## src/rtl/sd_dma_pkg.sv

```systemverilog
// Shared types and constants for the SD Wishbone DMA master.
// Holds the FSM state encoding, transfer direction codes and default FIFO port address.
// No logic lives here.
package sd_dma_pkg;

  typedef enum logic [2:0] {
    ST_IDLE,
    ST_WAIT_SRC,
    ST_RD,
    ST_WAIT_DST,
    ST_WR,
    ST_FIN
  } state_e;

  localparam logic DIR_RX = 1'b0;  // FIFO -> memory
  localparam logic DIR_TX = 1'b1;  // memory -> FIFO

  localparam logic [31:0] DEF_FIFO_ADDR = 32'h0000_0080;

endpackage

```

## src/rtl/sd_dma_master.sv

```systemverilog
// Single-channel Wishbone master DMA between system memory and the SD FIFO filler data port.
// Latency: start to first cyc 2 cycles; 6 cycles per word with a zero-wait slave; last WR ack to done 1 cycle.
// Backpressure: waits (bus idle) on fifo_empty_i before FIFO reads and fifo_full_i before FIFO writes.
module sd_dma_master
  import sd_dma_pkg::*;
#(
  parameter logic [31:0] FIFO_ADDR = DEF_FIFO_ADDR,
  parameter int          LEN_W     = 16
) (
  input  logic             wb_clk,
  input  logic             rst,
  input  logic             start_i,
  input  logic             dir_i,
  input  logic [31:0]      mem_adr_i,
  input  logic [LEN_W-1:0] len_i,
  input  logic             abort_i,
  input  logic             fifo_full_i,
  input  logic             fifo_empty_i,
  output logic [31:0]      wb_adr_o,
  output logic [31:0]      wb_dat_o,
  input  logic [31:0]      wb_dat_i,
  output logic             wb_we_o,
  output logic             wb_cyc_o,
  output logic             wb_stb_o,
  input  logic             wb_ack_i,
  input  logic             wb_err_i,
  output logic             busy_o,
  output logic             done_o,
  output logic             err_o,
  output logic [LEN_W-1:0] words_o
);

  state_e           state_q;
  logic             dir_q;
  logic [31:0]      mem_adr_q;
  logic [LEN_W-1:0] len_q;
  logic [LEN_W-1:0] words_q;
  logic [31:0]      dat_q;      // holding word, driven straight onto wb_dat_o
  logic [31:0]      adr_q;
  logic             we_q;
  logic             cyc_q;
  logic             busy_q;
  logic             done_q;
  logic             err_q;
  logic             abort_pend_q; // abort seen while a read word is still owed to the destination

  logic [LEN_W-1:0] words_d;
  logic [31:0]      mem_adr_d;
  logic             last_word;
  logic             src_rdy;
  logic             dst_rdy;

  assign words_d   = words_q + LEN_W'(1);
  assign mem_adr_d = mem_adr_q + 32'd4;   // wraps naturally modulo 2^32
  assign last_word = (words_d == len_q);
  assign src_rdy   = (dir_q == DIR_TX) || !fifo_empty_i;
  assign dst_rdy   = (dir_q == DIR_RX) || !fifo_full_i;

  // Transfer FSM with all bus and status outputs registered alongside the state.
  always_ff @(posedge wb_clk) begin
    if (rst) begin
      state_q      <= ST_IDLE;
      dir_q        <= DIR_RX;
      mem_adr_q    <= '0;
      len_q        <= '0;
      words_q      <= '0;
      dat_q        <= '0;
      adr_q        <= '0;
      we_q         <= 1'b0;
      cyc_q        <= 1'b0;
      busy_q       <= 1'b0;
      done_q       <= 1'b0;
      err_q        <= 1'b0;
      abort_pend_q <= 1'b0;
    end else begin
      done_q <= 1'b0;
      case (state_q)
        ST_IDLE: begin
          if (start_i) begin
            dir_q        <= dir_i;
            mem_adr_q    <= mem_adr_i & ~32'h3;
            len_q        <= len_i;
            words_q      <= '0;
            err_q        <= 1'b0;
            abort_pend_q <= 1'b0;
            busy_q       <= 1'b1;
            state_q      <= (len_i == '0) ? ST_FIN : ST_WAIT_SRC;
          end
        end
        ST_WAIT_SRC: begin
          if (abort_i) begin
            state_q <= ST_FIN;
          end else if (src_rdy) begin
            state_q <= ST_RD;
            cyc_q   <= 1'b1;
            we_q    <= 1'b0;
            adr_q   <= (dir_q == DIR_TX) ? mem_adr_q : FIFO_ADDR;
          end
        end
        ST_RD: begin
          if (wb_err_i) begin
            cyc_q   <= 1'b0;
            err_q   <= 1'b1;
            state_q <= ST_FIN;
          end else if (wb_ack_i) begin
            cyc_q   <= 1'b0;
            dat_q   <= wb_dat_i;
            state_q <= ST_WAIT_DST;
            if (dir_q == DIR_TX) mem_adr_q <= mem_adr_d;
          end
        end
        ST_WAIT_DST: begin
          // The held word is always delivered; an abort here is honoured after its write.
          if (abort_i) abort_pend_q <= 1'b1;
          if (dst_rdy) begin
            state_q <= ST_WR;
            cyc_q   <= 1'b1;
            we_q    <= 1'b1;
            adr_q   <= (dir_q == DIR_TX) ? FIFO_ADDR : mem_adr_q;
          end
        end
        ST_WR: begin
          if (wb_err_i) begin
            cyc_q   <= 1'b0;
            we_q    <= 1'b0;
            err_q   <= 1'b1;
            state_q <= ST_FIN;
          end else if (wb_ack_i) begin
            cyc_q   <= 1'b0;
            we_q    <= 1'b0;
            words_q <= words_d;
            if (dir_q == DIR_RX) mem_adr_q <= mem_adr_d;
            state_q <= (last_word || abort_i || abort_pend_q) ? ST_FIN : ST_WAIT_SRC;
          end
        end
        ST_FIN: begin
          done_q  <= 1'b1;
          busy_q  <= 1'b0;
          state_q <= ST_IDLE;
        end
        default: begin
          state_q <= ST_IDLE;
          cyc_q   <= 1'b0;
          busy_q  <= 1'b0;
        end
      endcase
    end
  end

  assign wb_adr_o = adr_q;
  assign wb_dat_o = dat_q;
  assign wb_we_o  = we_q;
  assign wb_cyc_o = cyc_q;
  assign wb_stb_o = cyc_q;
  assign busy_o   = busy_q;
  assign done_o   = done_q;
  assign err_o    = err_q;
  assign words_o  = words_q;

endmodule

```

## config.mk

```make
export PLATFORM = sky130hd
export DESIGN_NAME = sd_dma_master
export DESIGN_NICKNAME = d
export VERILOG_FILES = /design/src/rtl/sd_dma_pkg.sv /design/src/rtl/sd_dma_master.sv
export SDC_FILE = /design/constraint.sdc
export NUM_CORES = 1
export LEC_CHECK = 0
export BUFFER_PORTS_ARGS = -buffer_cell sky130_fd_sc_hd__buf_2
export CORE_MARGIN = 2
export CORE_UTILIZATION = 25
export DETAILED_ROUTE_END_ITERATION = 8
export GPL_TIMING_DRIVEN = 0
export MAX_ROUTING_LAYER = met4
export PLACE_DENSITY = 0.41
export RECOVER_POWER = 100
export SYNTH_ARGS = -nofsm -noshare
export SYNTH_HDL_FRONTEND = slang
export SYNTH_SLANG_ARGS = --single-unit
export TNS_END_PERCENT = 100
```

## constraint.sdc

```tcl
create_clock -name wb_clk -period 4.8 [get_ports wb_clk]
set_input_delay 0.96 -clock wb_clk [delete_from_list [all_inputs] [get_ports wb_clk]]
set_output_delay 0.96 -clock wb_clk [all_outputs]
set_load 0.03 [all_outputs]
```

---- After elaboration in Yosys (flattened, before gate mapping) ----
Cells that the tools add are included.
storage, ports and cells
  register bits after elaboration ......... 138
  word-level logic and storage cells ...... 115
  output and inout bits ................... 86
  input bits .............................. 89
cells by class
  reductions and logical operators ........ 28
  add/subtract/negate cells ............... 2
  bitwise gates (word level) .............. 4
  mux-type cells .......................... 46
  equal/unequal tests ..................... 22
operator list
  kind                                                             number
  32-bit 2-to-1 mux                                                12
  32-bit one-hot mux with 3 select lines                           1
  32-bit one-hot mux with 2 select lines                           1
  16-bit 2-to-1 mux                                                3
  32-bit by 3-bit adder with 32-bit output, second input constant  1
  16-bit one-hot mux with 2 select lines                           1
  3-bit 2-to-1 mux                                                 10
  2-bit != test, second input constant                             11
  16-bit by 1-bit adder with 16-bit output, second input constant  1
  16-bit == test                                                   1
  16-bit zero test                                                 1
  3-bit one-hot mux with 5 select lines                            1
  5-bit AND reduction                                              3
  1-bit 2-to-1 mux                                                 12
  3-bit != test, second input constant                             3
  3-bit AND reduction                                              3
  4-bit AND reduction                                              2
  8-bit AND reduction                                              1
  2-bit nonzero test                                               4
  3-bit by 2-bit == test with 1-bit output, second input constant  2
  3-bit == test, second input constant                             2
  1-bit one-hot mux with 2 select lines                            3
  3-bit nonzero test                                               2
  1-bit logical OR                                                 4
  11 further kinds                                                 17

---- Logic depth before layout (Yosys ltp) ----
Gate-level depths: netlist of the first run.
  depth after elaboration ................. 8
  depth in mapped cells ................... 9
  gate-level depth less buffers ........... 7

---- Worst setup path after synthesis of the first run ----
Ideal clock, no wire load.
  kind .................................... input to register
  from .................................... input port wb_err_i
  to ...................................... register mem_adr_q[22]
  stages .................................. 7
  arrival time ............................ 2.263 ns
  path slack .............................. 2.395 ns
  setup time .............................. 0.142 ns
  required time ........................... 4.658 ns
  path buffers ............................ 3
  cells stage by stage .................... clkbuf_1 nor4bb_1 o21bai_1 a21oi_1 buf_2 buf_1 a311oi_1
on the way
  longest elaborated chain between the ends .. 2
  elaborated cells on any way between the ends .. 3
  those cells by class .................... 2 x eq/ne; 1 x reduce/logical
RTL lines
  item                                      line                  text
  start: declaration                        sd_dma_master.sv:26   input logic wb_err_i,
  2-bit != test (no source line)            --
  8-bit AND reduction (no source line) (*)  --
  end signal: assignment                    sd_dma_master.sv:81   mem_adr_q <= mem_adr_i & ~32'h3;
  end signal: assignment                    sd_dma_master.sv:109  if (dir_q == DIR_TX) mem_adr_q <= mem_adr_d;
  end signal: assignment                    sd_dma_master.sv:132  if (dir_q == DIR_RX) mem_adr_q <= mem_adr_d;
  end: declaration                          sd_dma_master.sv:35   logic [31:0] mem_adr_q;
Every way passes the cells marked *; elsewhere a longest branch is shown, timed or not.
A chain may end at the register's enable or synchronous reset.

---- Worst setup path in the final report of the first run ----
  from .................................... register mem_adr_q[2]
  to ...................................... register mem_adr_q[30]
on the way
  longest elaborated chain between the ends .. 5
  elaborated cells on any way between the ends .. 8
  those cells by class .................... 1 x add/sub; 7 x mux
RTL lines
  item                                          line                                        text
  32-bit by 3-bit adder with 32-bit output (*)  sd_dma_master.sv:54                         assign mem_adr_d = mem_adr_q + 32'd4;
  32-bit 2-to-1 mux, on equally long branches   sd_dma_master.sv:132, sd_dma_master.sv:109
  32-bit 2-to-1 mux, on equally long branches   sd_dma_master.sv:128, sd_dma_master.sv:105
  32-bit 2-to-1 mux, on equally long branches   sd_dma_master.sv:123, sd_dma_master.sv:101
  32-bit one-hot mux with 3 select lines (*)    sd_dma_master.sv:77                         case (state_q)
Every way passes the cells marked *; elsewhere a longest branch is shown, timed or not. The select of a mux whose other input is x is not followed.

==> reports/results.txt, run 1 <==
Final weighted congestion of routability-driven global placement: 0.826. In the post-synthesis netlist, the biggest area contributors are dfxtp_1 (42%), nand2_1 (9.9%), a21oi_1 (7.9%), nor2_1 (4.4%), a22oi_1 (4.1%). The logs give 0 for the final hold violation count and 0.0253 mm2 for the placeable core region. The via count of the first global-routing pass is 6206, and the post-synthesis instance area is 0.00646 mm2.

In the synthesized netlist the dominant register cell turns out to be dfxtp_1. The detailed router finished its first iteration with 370 violations. For this run, the total global-route usage over all layers was measured as 18.0%.

The synthesized design spends more area on one cell type than any other, namely dfxtp_1. The proportion of layout cells with a drive suffix above 1 was 12.5%; the number of failing setup endpoints in the final timing report was 0. The start point of the worst hold path is wb_dat_o[30]$_SDFFE_PP0P_. The number of sinks on the clock net came out at 135. The floorplan has 58 rows. The final-report max-slew violation count was 0; the flip-flop and latch count after synthesis was 135.

STA puts the critical path data required time at 5.08 ns. The logs give 1.44 ns for the worst reg-to-reg setup slack and 0 for the count of hold-fix buffers inserted at cts. For this run, design rule violations remaining after detail routing come to 0. From synthesis to final layout, the design area changed by 27.1%. The tools report the total global routing overflow as 0. On the final layout, the worst clock skew is 0.0114 ns. The minimum period implied by the final worst setup slack was 3.36 ns. The number of routed nets with antenna violations was 0. Leaving out fill and tap cells, the most frequent cells in the layout are nand2_1 (170), clkbuf_1 (148), dfxtp_1 (135). The critical path starts at mem_adr_q[2]$_SDFFE_PP0P_. For this design the ratio of total power to cell area is 387 mW/mm2. The endpoint identified for the worst register-to-register timing path is mem_adr_q[30]$_SDFFE_PP0P_. The count of nets after finishing was 1126; the number of buffers inserted by port buffering was 170.

In the final routed layout, each cell accounts on average for 17.3 um. The initial utilization of the core area, before any placement, comes to 25.6%. The tools report the signal arrival time at the worst endpoint as 3.63 ns. The number of cells on the worst reg-to-reg path is 7.

The clock-pin slew on the worst setup and hold paths works out to 0.06 ns. The first global-routing pass estimated 36.2 mm of wire. Measured along the y axis, the die boundary spans 165 um.

Final antenna diode count: 0. Of the available clock period, the critical path in the final layout requires 69.9%. The startpoint of the most critical register-to-register path was mem_adr_q[2]$_SDFFE_PP0P_.

The number of buffers inserted during clock tree synthesis was 17; the number of instances on the worst hold path was 2. Setup repair after global routing left no endpoint under its margin. The tools report the share of the core filled with cells in the final layout as 32.5%. The most common cell after layout, fill and taps aside was nand2_1.

The slew at the pin closest to its max-slew limit came out at 1.34 ns. In this run the post-CTS setup repair buffer count came out at 0. Maximum clock insertion buffer count: 2. The share of flip-flops with an asynchronous set or reset after synthesis was 0%.

In this run the number of H-tree levels came out at 4. Derived from the worst setup path, the maximum achievable clock frequency is 298 MHz. The run gives 17 as the maximum number of pins on one net before global-route repair.

Endpoint type of the worst setup path: a flip-flop. TritonCTS built the clock tree. The pre-antenna-repair detailed-routing pass consisted of 5 iterations.

The number of gates resized after CTS was 0. End point of the worst hold path: wb_dat_o[30]$_SDFFE_PP0P_. The flow ran to the end, and the final reports show no timing, DRC or antenna violations.

Summed over its instances, the top area cell type makes up 41.8% of the synthesized netlist area. The tool flagged a number of max-cap violations equal to 0. IR analysis of the VDD net gives a maximum drop of 0.160 mV. The number of nets in the synthesized netlist is 937.

The x dimension of the die was 165 um. The count of flip-flops with a built-in enable after synthesis was 0; the number of warnings printed during yosys synthesis was 0. Summed over all cells, the static leakage comes to 2.82 nW. The relative slew slack was 9.21%; the post-synthesis area per instance was 7.64 um2. The worst setup path is launched from a flip-flop.

The critical-path maximum fanout works out to 9. The overall via count from detail_route is 6667, and the instance count of the mapped netlist is 846. The run gives 0 as the initial antenna violation count.

The critical path in this run is classified as reg2reg. Detailed placement ended at an HPWL of 17.6 mm. Per-cell via count in the routed design: 4.84.

The die covers 0.0272 mm2. Final total negative setup slack: 0 ns. The path class of the tightest hold or removal check is reg2reg.

For the worst-skew pair, the clock arrives at the later sink with an insertion delay of 0.43 ns. The tree is rooted in a clkbuf_16. Pin placement for this block handled 175 I/O pins. Of the synthesized area, sequential elements account for 41.8%. The synthesized netlist contains 63 unique library cells. For the wire length after detailed routing, the log shows 23.9 mm.
==> routing by layer <==
metal	up-vias	GRT usage, %	wire length, um
li1	3390	-	-
met1	3115	23.7	11400
met2	144	28.2	11100
met3	18	3.57	1060
met4	0	4.62	313
met5	-	-	0
==> cell usage after synthesis (all sizes together) (3+ instances only) <==
master,number
o21ai,44
a21oi,102
o31ai,7
buf,13
and3,11
clkbuf,58
nand3,27
nand4,9
inv,10
o2111ai,3
dfxtp,135
nand3b,3
o22ai,10
a31oi,6
and2,5
a22oi,35
or3,7
a311oi,9
a211oi,19
nor3,13
nor4,8
xnor2,16
nor2,76
and4,5
mux2i,3
xor2,3
nand2,170
nor2b,4
==> final cells by class <==
class,count,area (um2)
buffer,71,287
timing repair buffer,170,743
multi-input combinational,630,3400
inverter,10,37.5
sequential,135,2700
clock buffer,22,484
clock inverter,10,144
tap,330,413
fill,2854,17000
==> through the flow <==
| step | instance area, um2 | hold slack, ns | setup slack [ns] | instances | power [W] |
|---|---|---|---|---|---|
| global route | 8210 | 0.471 | 1.21 | 1378 | 0.00335 |
| detailed placement | 7730 | 0.443 | 1.69 | 1346 | 0.00181 |
| floorplan | 6460 | 0.441 | 2.40 | 846 | 0.00161 |
| global placement | 7730 | 0.440 | 1.72 | 1346 | 0.00181 |
| finish | 8210 | 0.453 | 1.44 | 1378 | 0.00318 |
| CTS | 8360 | 0.452 | 2.15 | 1378 | 0.00323 |
==> registers in the layout (all words and copies together) (netlist names) <==
signal and count:
err_o 1, dir_q 1, wb_adr_o 31, abort_pend_q 1, mem_adr_q 30, busy_o 1, state_q 3, len_q 16
wb_we_o 1, wb_cyc_o 1, done_o 1, words_o 16, wb_dat_o 32
==> worst max-delay path: stages (launching register included) <==
cell and delay [ns]:
dfxtp_1 0.45, ha_1 0.23, nand3_1 0.23, nor4_1 1.11, nand3_1 0.54, or3_1 0.48, o21ai_0 0.07, a211oi_1 0.09
==> where the power goes <==
group	leakage [nW]	internal (W)	total, W	switching, W
combinational	1.42	0.000175	0.000518	0.000343
clock	0.299	0.000874	0.00140	0.000527
sequential	1.10	0.00119	0.00126	0.0000734
==> worst max path at each step <==
stage,end,cells past startpoint
3_5_place_dp,mem_adr_q[22]$_SDFFE_PP0P_,7
4_1_cts,mem_adr_q[13]$_SDFFE_PP0P_,8
3_3_place_gp,mem_adr_q[3]$_SDFFE_PP0P_,7
2_1_floorplan,mem_adr_q[22]$_SDFFE_PP0P_,7
5_1_grt,mem_adr_q[30]$_SDFFE_PP0P_,7
6_report,mem_adr_q[30]$_SDFFE_PP0P_,7
==> kinds of logic after synthesis <==
family | share of synthesized area [%]
DFF | 41.8
and+or+nand+nor | 25.3
AOI/OAI and AO/OA | 24.4
adders and majority gates | 0.387
xor gates and xnor gates | 2.57
muxes | 0.465
buffers and inverters | 5.05
(Power assumes the default switching activity.)
==> run 2, diff against run 1 <==
Clock period 4.8 ns to 3.5 ns, I/O delays scaled along.
==> run 2 against run 1 <==
  * Worst setup slack worse by 0.66 ns
  * Critical endpoint is now mem_adr_q[3]$_SDFFE_PP0P_
  * Combinational power is 37% higher
  * Utilization is 0.10 points higher
  * Largest cell class unchanged
  * Global-route usage stayed put
  * Critical path depth stayed put
  * Non-clock buffer count stayed put
  * Clock skew is 0.00054 ns lower
  * Via count hardly changed
  * Largest power group unchanged
==> reports/results.txt, run 2 (synthesis gave the netlist of run 1 again) <==
Post-CTS repair changed the size of 0 cells. The run gives 2 as the maximum clock insertion buffer count. Dividing the detail-routed via count by the number of cells gives 4.84. The area taken by multi-input logic gates came out at 0.00343 mm2. The growth of design area from synthesis to finish works out to 27.5%. In this run the standard cell core region covers 0.0253 mm2. By startpoint and endpoint, the worst setup path is classified as reg2reg. The kind of cell with the highest combined delay on the critical path is buffers and inverters.

The flow ran to the end, and the final reports show no timing, DRC or antenna violations. The starting utilization of the core area is 25.6%, and the critical-path maximum fanout is 10. The run gives 400 as the DRC violation total after the first TritonRoute iteration. The slowest stage of the critical path belongs to the cell clkbuf_1. The cell count after placement was 1346; the final worst-path cycle share was 77.7%.

TritonCTS built the clock tree. The worst path buffer plus inverter count was 3. The routed design has 23.9 mm of wire. The number of max-capacitance violations reported came out at 0. The initial antenna violation count came out at 0.

Once detail routing completed, the nets flagged for antenna violations numbered 0. The sum of net half-perimeters after detailed placement was 17.6 mm; the area taken by flip-flops and latches was 0.00270 mm2. The total DRC errors in the routed layout is 0, and the count of nets after finishing is 1126. The worst-case IR drop observed on VDD is 0.220 mV. The floorplan step defined a die boundary enclosing 0.0272 mm2. The number of sinks on the clock net is 135. At the pin with the least slew margin, the transition time is 0.852 ns.

Setup violations remaining at the end of the flow were counted as 0. STA classifies the critical path startpoint as a flip-flop. The power per cell area was 530 mW/mm2. The signal on the critical path passes through clkbuf_1 > nor2b_1 > nand3_1 > a21oi_1 > clkbuf_1 > clkbuf_1 > a311oi_1. The clock insertion delay at the later pin of the skew report was 0.43 ns. Of the cells placed in the final design, the portion with a size suffix greater than 1 is 12.8%.

Hold repair after CTS inserted 0 buffers. The via count of the first global-routing pass was 6206; the total track usage was 18.0%. The cell repeated most along the worst path was clkbuf_1. Measured against its own limit, the worst slew margin works out to 43.0%. Post-CTS timing repair inserted 0 buffers for setup. From bottom edge to top edge, the die measures 165 um.

The run gives 175 as the total I/O pin count. The overall via count from detail_route was 6666; the maximum number of pins on one net before global-route repair was 17. The tightest hold path in the finished design has a slack of 0.453 ns. For the finished layout, the period the worst path requires is 2.72 ns. The worst clock skew came out at 0.0109 ns. The final-report max-slew violation count is 0. Setup repair after global routing left no endpoint under its margin.

The congestion estimate from routability-driven global placement came to 0.826. Leaving out fill and tap cells, the most frequent cell in the layout is nand2_1. The tools report the final hold violation count as 0. The cell sitting at the root of the clock tree is a clkbuf_16. The maximum clock rate was 368 MHz; the first-pass iteration count of the detailed router was 5. Leaving out fill and tap cells, the most frequent cells in the layout are nand2_1 (170), clkbuf_1 (150), dfxtp_1 (135). In the final timing run, aggregate negative setup slack is 0 ns. Data on the critical path arrives at its endpoint at 2.99 ns. The run gives 2849 as the count of filler cells inserted in the layout. In this design, the stage delay of the slowest critical-path cell is 0.54 ns. The detail-routed net length per standard cell works out to 17.4 um.

The logs give 36.2 mm for the first-pass GRT wire length and 3.77 ns for the required arrival time at the worst endpoint. The number of standard cells in the layout, taps in and fillers out is 1378. The classification of the worst-slack hold path is reg2reg.

The logs give 17 for the number of buffers inserted during clock tree synthesis and 0 for the total global routing overflow. Number of flip-flops under the largest register name: 32. Endpoint type of the worst setup path: a flip-flop. The leakage dissipation is 2.83 nW, and the x dimension of the die is 165 um.

Clock-pin slew was measured on the worst setup and hold paths at 0.06 ns. After floorplanning, the core was divided into 58 placement rows. The number of buffers inserted by port buffering is 170. The H-tree depth is 4, and the final antenna diode count is 0.
run 2: changes by cell type in the layout (fill, tap and decap cells not counted), sizes merged:
cell,change
clkbuf,+2
buf,-2
run 2: tightest hold or removal path: cells and delay by family (launching register included):
| family | cells | cell delay (ns) |
|---|---|---|
| AO/OA/AOI/OAI | 1 | 0.05 |
| AND/OR/NAND/NOR | 1 | 0.05 |
| flip-flops | 1 | 0.31 |
run 2: stage by stage:
| stage | worst slack, ns | utilization, % | instance area, um2 | power, W |
|---|---|---|---|---|
| finish | 0.779 | 32.6 | 8240 | 0.00436 |
| floorplan | 1.11 | - | 6460 | 0.00221 |
| global placement | 0.683 | 30.6 | 7730 | 0.00249 |
| CTS | 0.858 | 33.1 | 8360 | 0.00443 |
| detailed placement | 0.651 | 30.6 | 7730 | 0.00248 |
| global route | 0.553 | 32.6 | 8240 | 0.00459 |
run 2: where the power goes:
group | total, W | internal, W | switching (W)
combinational | 0.000712 | 0.000240 | 0.000472
sequential | 0.00173 | 0.00163 | 0.000101
clock | 0.00192 | 0.00120 | 0.000722
total | 0.00436 | 0.00307 | 0.00130
run 2: cell type report:
type	count	share of cell area [%]
plain buffers	71	3.48
clock buffers	22	5.88
clock inverters	10	1.75
inverters	10	0.456
multi-input cells	630	41.6
flip-flops and latches	135	32.8
well taps	330	5.01
repair buffers	170	9.02
run 2: final timing paths:
check / startpoint / to / slack [ns] / depth (start not counted)
worst max-delay path: state_q[1]$_SDFFE_PP0P_ / mem_adr_q[3]$_SDFFE_PP0P_ / 0.78 / 7
worst min-delay path: wb_dat_o[30]$_SDFFE_PP0P_ / wb_dat_o[30]$_SDFFE_PP0P_ / 0.45 / 2
worst max register to register: state_q[1]$_SDFFE_PP0P_ / mem_adr_q[3]$_SDFFE_PP0P_ / 0.78 / 7
worst min register to register: wb_dat_o[30]$_SDFFE_PP0P_ / wb_dat_o[30]$_SDFFE_PP0P_ / 0.45 / 2
run 2: per-layer routing:
metal	wire (um)	global-route usage, %	up-vias
met3	1060	3.57	15
met2	11200	28.2	139
met1	11400	23.7	3123
met5	0	-	-
met4	275	4.62	0
li1	-	-	3389
